File: config.mk
export PLATFORM = sky130hd
export DESIGN_NAME = encoder4x2_debounce_flat
export DESIGN_NICKNAME = d
export VERILOG_FILES = /design/src/rtl/encoder4x2_debounce_if.sv /design/src/rtl/encoder4x2_debounce.sv /design/src/flat_wrapper.sv
export SDC_FILE = /design/constraint.sdc
export NUM_CORES = 1
export LEC_CHECK = 0
export CAP_MARGIN = 10
export CELL_PAD_IN_SITES_DETAIL_PLACEMENT = 1
export CELL_PAD_IN_SITES_GLOBAL_PLACEMENT = 1
export CORE_UTILIZATION = 44
export CTS_CLUSTER_DIAMETER = 150
export DETAILED_ROUTE_END_ITERATION = 12
export DONT_BUFFER_PORTS = 1
export PLACE_DENSITY = 0.73
export SYNTH_ARGS = -nofsm -noshare
export SYNTH_HDL_FRONTEND = slang
export SYNTH_SLANG_ARGS = --single-unit
File: constraint.sdc
create_clock -name clk -period 1.8 [get_ports clk]
set_clock_uncertainty 0.15 [all_clocks]
set_input_delay 0.18 -clock clk [delete_from_list [all_inputs] [get_ports clk]]
set_output_delay 0.18 -clock clk [all_outputs]
set_load 0.1 [all_outputs]
File: src/rtl/encoder4x2_debounce_if.sv
// Request/encoded-code bundle for encoder4x2_debounce.
// The master drives the raw lines, and the slave (the encoder) returns the code and flags.
interface encoder4x2_debounce_if;
    logic [3:0] in_n;
    logic [1:0] code;
    logic       valid;
    logic       strobe;
    logic       multi;

    modport master (output in_n, input code, valid, strobe, multi);
    modport slave  (input in_n, output code, valid, strobe, multi);
endinterface

File: src/rtl/encoder4x2_debounce.sv
// Synchronizes and debounces four active-low request lines.
// It then priority-encodes the committed pattern into {a,b} and adds valid, strobe and multi flags.
module encoder4x2_debounce #(
    parameter int unsigned DEBOUNCE_CYCLES = 4
) (
    input  logic                  clk,
    input  logic                  rst_n,
    encoder4x2_debounce_if.slave  bus
);
    localparam int unsigned     CW      = $clog2(DEBOUNCE_CYCLES) + 1;
    localparam logic [CW-1:0]   CNT_MAX = CW'(DEBOUNCE_CYCLES - 1);
    localparam logic [3:0]      ALL_IDLE = 4'b1111;

    localparam logic [1:0] IDLE    = 2'd0;
    localparam logic [1:0] QUALIFY = 2'd1;
    localparam logic [1:0] ACTIVE  = 2'd2;

    logic [3:0]    sync1;
    logic [3:0]    s;
    logic [3:0]    candidate;
    logic [3:0]    committed;
    logic [CW-1:0] counter;
    logic [1:0]    state;
    logic [1:0]    state_next;
    logic          commit;
    logic [1:0]    enc_code;
    logic [2:0]    low_count;
    logic          enc_multi;

    // A pattern change on the would-be commit edge fails s==candidate, so it restarts the count.
    always_comb begin
        commit = (s == candidate) && (counter == CNT_MAX) && (candidate != committed);
    end

    always_comb begin
        enc_code = '0;
        if (!candidate[3])      enc_code = 2'd3;
        else if (!candidate[2]) enc_code = 2'd2;
        else if (!candidate[1]) enc_code = 2'd1;
        low_count = {2'b00, ~candidate[0]} + {2'b00, ~candidate[1]}
                  + {2'b00, ~candidate[2]} + {2'b00, ~candidate[3]};
        enc_multi = (low_count > 3'd1);
    end

    always_comb begin
        state_next = state;
        case (state)
            IDLE, ACTIVE: begin
                if (s != candidate) state_next = QUALIFY;
            end
            QUALIFY: begin
                if (commit)
                    state_next = (candidate == ALL_IDLE) ? IDLE : ACTIVE;
                else if (s == committed)
                    state_next = (committed == ALL_IDLE) ? IDLE : ACTIVE;
            end
            default: state_next = IDLE;
        endcase
    end

    always_ff @(posedge clk or negedge rst_n) begin
        if (!rst_n) begin
            sync1      <= ALL_IDLE;
            s          <= ALL_IDLE;
            candidate  <= ALL_IDLE;
            committed  <= ALL_IDLE;
            counter    <= '0;
            state      <= IDLE;
            bus.code   <= '0;
            bus.valid  <= 1'b0;
            bus.strobe <= 1'b0;
            bus.multi  <= 1'b0;
        end else begin
            sync1 <= bus.in_n;
            s     <= sync1;
            state <= state_next;

            if (s != candidate) begin
                candidate <= s;
                counter   <= '0;
            end else if (counter < CNT_MAX) begin
                counter <= counter + 1'b1;
            end

            bus.strobe <= 1'b0;
            if (commit) begin
                committed  <= candidate;
                bus.valid  <= (candidate != ALL_IDLE);
                bus.code   <= enc_code;
                bus.multi  <= enc_multi;
                bus.strobe <= (candidate != ALL_IDLE);
            end
        end
    end
endmodule

File: src/flat_wrapper.sv
// flat-port wrapper written by rule: the top's interface ports become plain ports
module encoder4x2_debounce_flat 
#(
    parameter int unsigned DEBOUNCE_CYCLES = 4
)
  (clk, rst_n, bus_in_n, bus_code, bus_valid, bus_strobe, bus_multi);
  encoder4x2_debounce_if bus_i ();
  input  logic clk;
  input  logic rst_n;
  input wire logic [$bits(bus_i.in_n)-1:0] bus_in_n;
  output wire logic [$bits(bus_i.code)-1:0] bus_code;
  output wire logic [$bits(bus_i.valid)-1:0] bus_valid;
  output wire logic [$bits(bus_i.strobe)-1:0] bus_strobe;
  output wire logic [$bits(bus_i.multi)-1:0] bus_multi;
  assign bus_i.in_n = bus_in_n;
  assign bus_code = bus_i.code;
  assign bus_valid = bus_i.valid;
  assign bus_strobe = bus_i.strobe;
  assign bus_multi = bus_i.multi;
  encoder4x2_debounce #(.DEBOUNCE_CYCLES(DEBOUNCE_CYCLES)) u_core (.clk(clk), .rst_n(rst_n), .bus(bus_i));
endmodule
==> run metrics <==
Filler cells=239; vias in the first global route=626; Leak=around 0.00063 uW; via count=580; Slew headroom=around 34%; final-report setup violation count=8; via/cell ratio=approximately 4.7; Fmax=~0.5 GHz; initial antenna violation count=0; Cell variety after synth=21; Detailed Routing Iterations Pass 1=2; # rows=17; FFs w/ async S/R, synth=100%; total die area=0.00258 sq mm; Min Clock Period, post-route=roughly 2 ns; RSZ-0062 raised after global routing=yes; Synth Area in Compound Gates=roughly 3.1%; sequential share of power=between 60% and 70%; final std cells w/o fill=around 120; Comb pwr share=7.5%; Ys Warns=0; Post-DP Area=0.00114 sq mm; total length of routed wires=1650 um; final setup margin=-0.194 ns; pin count of the biggest net entering global routing=25; Synthesized Nets=slightly below 90; worst r2r src=u_core.candidate[0]$_DFFE_PN1P_; WL per Instance=between 10 and 15 um; Post-DRT Antenna Nets=0; Cells after Synth=between 70 and 80; critical path buffer and inverter count=1; synthesis-stage register bit count=24; grt ovf=0; largest family of logic cells by synthesized area=multiplexers; Die Ht=between 50 and 60 um; Worst-path clk slew=about 0.12 ns; CP Data Required Time=1.85 ns; area leader, netlist=dfstp_2; HP Start=u_core.sync1[0]$_DFF_PN1_; Starting Density=a little under half; Finished Core Util=between 50% and 60%; violated checks=setup timing; clock root cell=clkbuf_4; Crit path max-delay family=flip-flops; area of the core=roughly 0.0022 sq mm; number of max-cap violations=0; Port Buffers=0; top_reg_cell synth=dfstp_2; final worst-path cycle share=111%; die width=around 50 um; share of the synthesized area in the top cell type=about 40%; ANT cells=0; post-synthesis sequential area ratio=between 50% and 60%; CP max stage cell=dfstp_2; FF-to-FF path depth=5; Worst-Skew Late Latency=about 0.30 ns; mux contribution to synthesized area=between 10% and 20%; GRT Overall Usage=about 16%; Area growth, synth to finish=21.5%; Clock power frac=roughly a third; Post-synth EDFFs=0; Hold WS=between 0.2 and 0.25 ns; Avg Cell Area, Syn=between 10 and 15 sq um; RePlAce Congestion=a little under 0.8; Hold Crit Class=reg -> reg; CTS Buf Count=3; io pins=11; number of remaining DRC errors=0; count leader, synth=dfstp_2; CP peak stage delay=around 0.60 ns; Setup CP Type=reg -> reg; Critical Path AT=2.05 ns; Slew Viols, Final=0; post-DP HPWL=approximately 1200 um; Sw Pwr=194 uW; Cell Pwr Density=762 mW/mm^2; Sink Count=24; Slew @ Worst Pin=about 0.99 ns; sw frac=20.1%; P_int=774 uW; fin area=between 0.001 and 0.0015 sq mm; H-tree levels=1; Crit Path Max Fanout=5; Worst setup SP type=flop; Max IR drop VDD=a little under 0.8 mV; layout cells sized above 1=between 50% and 60%; Placed Cells=between 100 and 150; Longest Clk Path Bufs=2; area of the mapped netlist=0.00105 sq mm; Setup crit end kind=flop; Final Hold Viols=0; Synth top cells by count=dfstp_2 (16), dfrtp_1 (8), mux2_4 (7); adder-cell share of the synthesized area=5.98%; CP cell instances=xnor2_1 -> nand4_1 -> or3b_4 -> buf_6 -> mux2_4; DR iter-0 viols=3; FF-to-FF End=u_core.bus.code[1]$_DFFE_PN0P_; Hold EP=u_core.s[0]$_DFF_PN1_; first-pass GRT wire length=around 2800 um; final net count=around 110; status=finished with violations; Post-Synth Simple-Gate Area=5.62%; dominant cells by area after synthesis=dfstp_2 (40%), dfrtp_1 (19%), mux2_4 (10%), ha_1 (6.0%), xor2_1 (3.3%); Synth Area in XOR/XNOR=8.13%; WHS Path Cells=0; CTS tree=built; reg-to-reg slack, setup=-0.19 ns
[kinds of logic (layout without fill, tap and decap cells)]
family | Yosys count | count (layout)
adders and majority gates | 5 | 5
buffers and inverters | 13 | 32
AOI/OAI and AO/OA | 6 | 6
muxes | 8 | 8
and+or+nand+nor | 12 | 12
DFF | 24 | 24
xor gates and xnor gates | 8 | 8
[power groups by stage]
stage          clock [uW]  sequential (uW)  combinational, uW
2_1_floorplan           0              586               38.7
3_3_place_gp            0              588               46.7
3_5_place_dp            0              590               48.1
4_1_cts               332              580               70.3
5_1_grt               357              584               81.0
6_report              315              581               72.8
[layer usage]
| metal | track usage, % | routed length, um | up-vias |
|---|---|---|---|
| met5 | 0 | 0 | - |
| met4 | 4.17 | 14 | 0 |
| met3 | 6.36 | 66 | 2 |
| met2 | 24.9 | 820 | 11 |
| met1 | 19.5 | 747 | 287 |
| li1 | - | - | 280 |
[final cells by class]
cell class,count,area [sq um],share of cell area (%)
Sequential cell,24,621,48.8
Multi-Input combinational cell,39,364,28.6
Timing Repair Buffer,22,181,14.3
Clock buffer,4,47.5,3.74
Tap cell,28,35.0,2.76
Inverter,6,22.5,1.77
[sequential cells by signal, indices dropped and copies added, names as in the netlist]
name / flops
u_core.bus.strobe: 1
u_core.sync1: 4
u_core.bus.valid: 1
u_core.committed: 4
u_core.bus.code: 2
u_core.counter: 3
u_core.bus.multi: 1
u_core.s: 4
u_core.candidate: 4
[worst max-delay path by stage]
stage / startpoint / endpoint / slack (ns) / depth (start not counted)
after global placement: u_core.candidate[0]$_DFFE_PN1P_ / u_core.bus.code[1]$_DFFE_PN0P_ / -0.15 / 5
after CTS: u_core.candidate[0]$_DFFE_PN1P_ / u_core.bus.valid$_DFFE_PN0P_ / -0.15 / 5
after detailed placement: u_core.candidate[0]$_DFFE_PN1P_ / u_core.bus.code[1]$_DFFE_PN0P_ / -0.15 / 5
after floorplan: u_core.candidate[3]$_DFFE_PN1P_ / u_core.bus.code[1]$_DFFE_PN0P_ / -0.15 / 6
final: u_core.candidate[0]$_DFFE_PN1P_ / u_core.bus.code[1]$_DFFE_PN0P_ / -0.19 / 5
after global routing: u_core.candidate[0]$_DFFE_PN1P_ / u_core.bus.valid$_DFFE_PN0P_ / -0.24 / 5
[layout by cell type (no fill, tap or decap), types with 2 or more instances in the layout]
| cell | synthesis | final |
|---|---|---|
| nand2_1 | 2 | 2 |
| mux2_4 | 7 | 7 |
| clkbuf_4 | 0 | 3 |
| o21ai_0 | 2 | 2 |
| ha_1 | 5 | 5 |
| xor2_1 | 4 | 4 |
| buf_4 | 0 | 16 |
| dlygate4sd3_1 | 0 | 5 |
| inv_1 | 6 | 6 |
| nor2_1 | 5 | 5 |
| a21oi_1 | 3 | 3 |
| dfstp_2 | 16 | 16 |
| dfrtp_1 | 8 | 8 |
| xnor2_2 | 2 | 3 |
[what timing repair did]
item	CTS	global route
hold endpoints to repair	28	0
buffers inserted	3	0
pin swaps	2	1
gates resized for setup	1	2
endpoints found under the setup margin	8	8
hold buffers	5	0
[worst reg2reg max path, cell delays in order, from the launching register on]
cell and delay, ns:
dfstp_2 0.60, xnor2_1 0.14, nand4_1 0.14, or3b_4 0.43
buf_6 0.14, mux2_4 0.29
[stage by stage]
| step | total power (uW) | TNS [ns] | setup slack, ns |
|---|---|---|---|
| global route | 1020 | -1.85 | -0.236 |
| finish | 968 | -1.50 | -0.194 |
| detailed placement | 638 | -0.921 | -0.154 |
| CTS | 983 | -1.16 | -0.152 |
| floorplan | 624 | -0.892 | -0.151 |
| global placement | 635 | -0.914 | -0.151 |
Power figures use the tool's default switching activity.
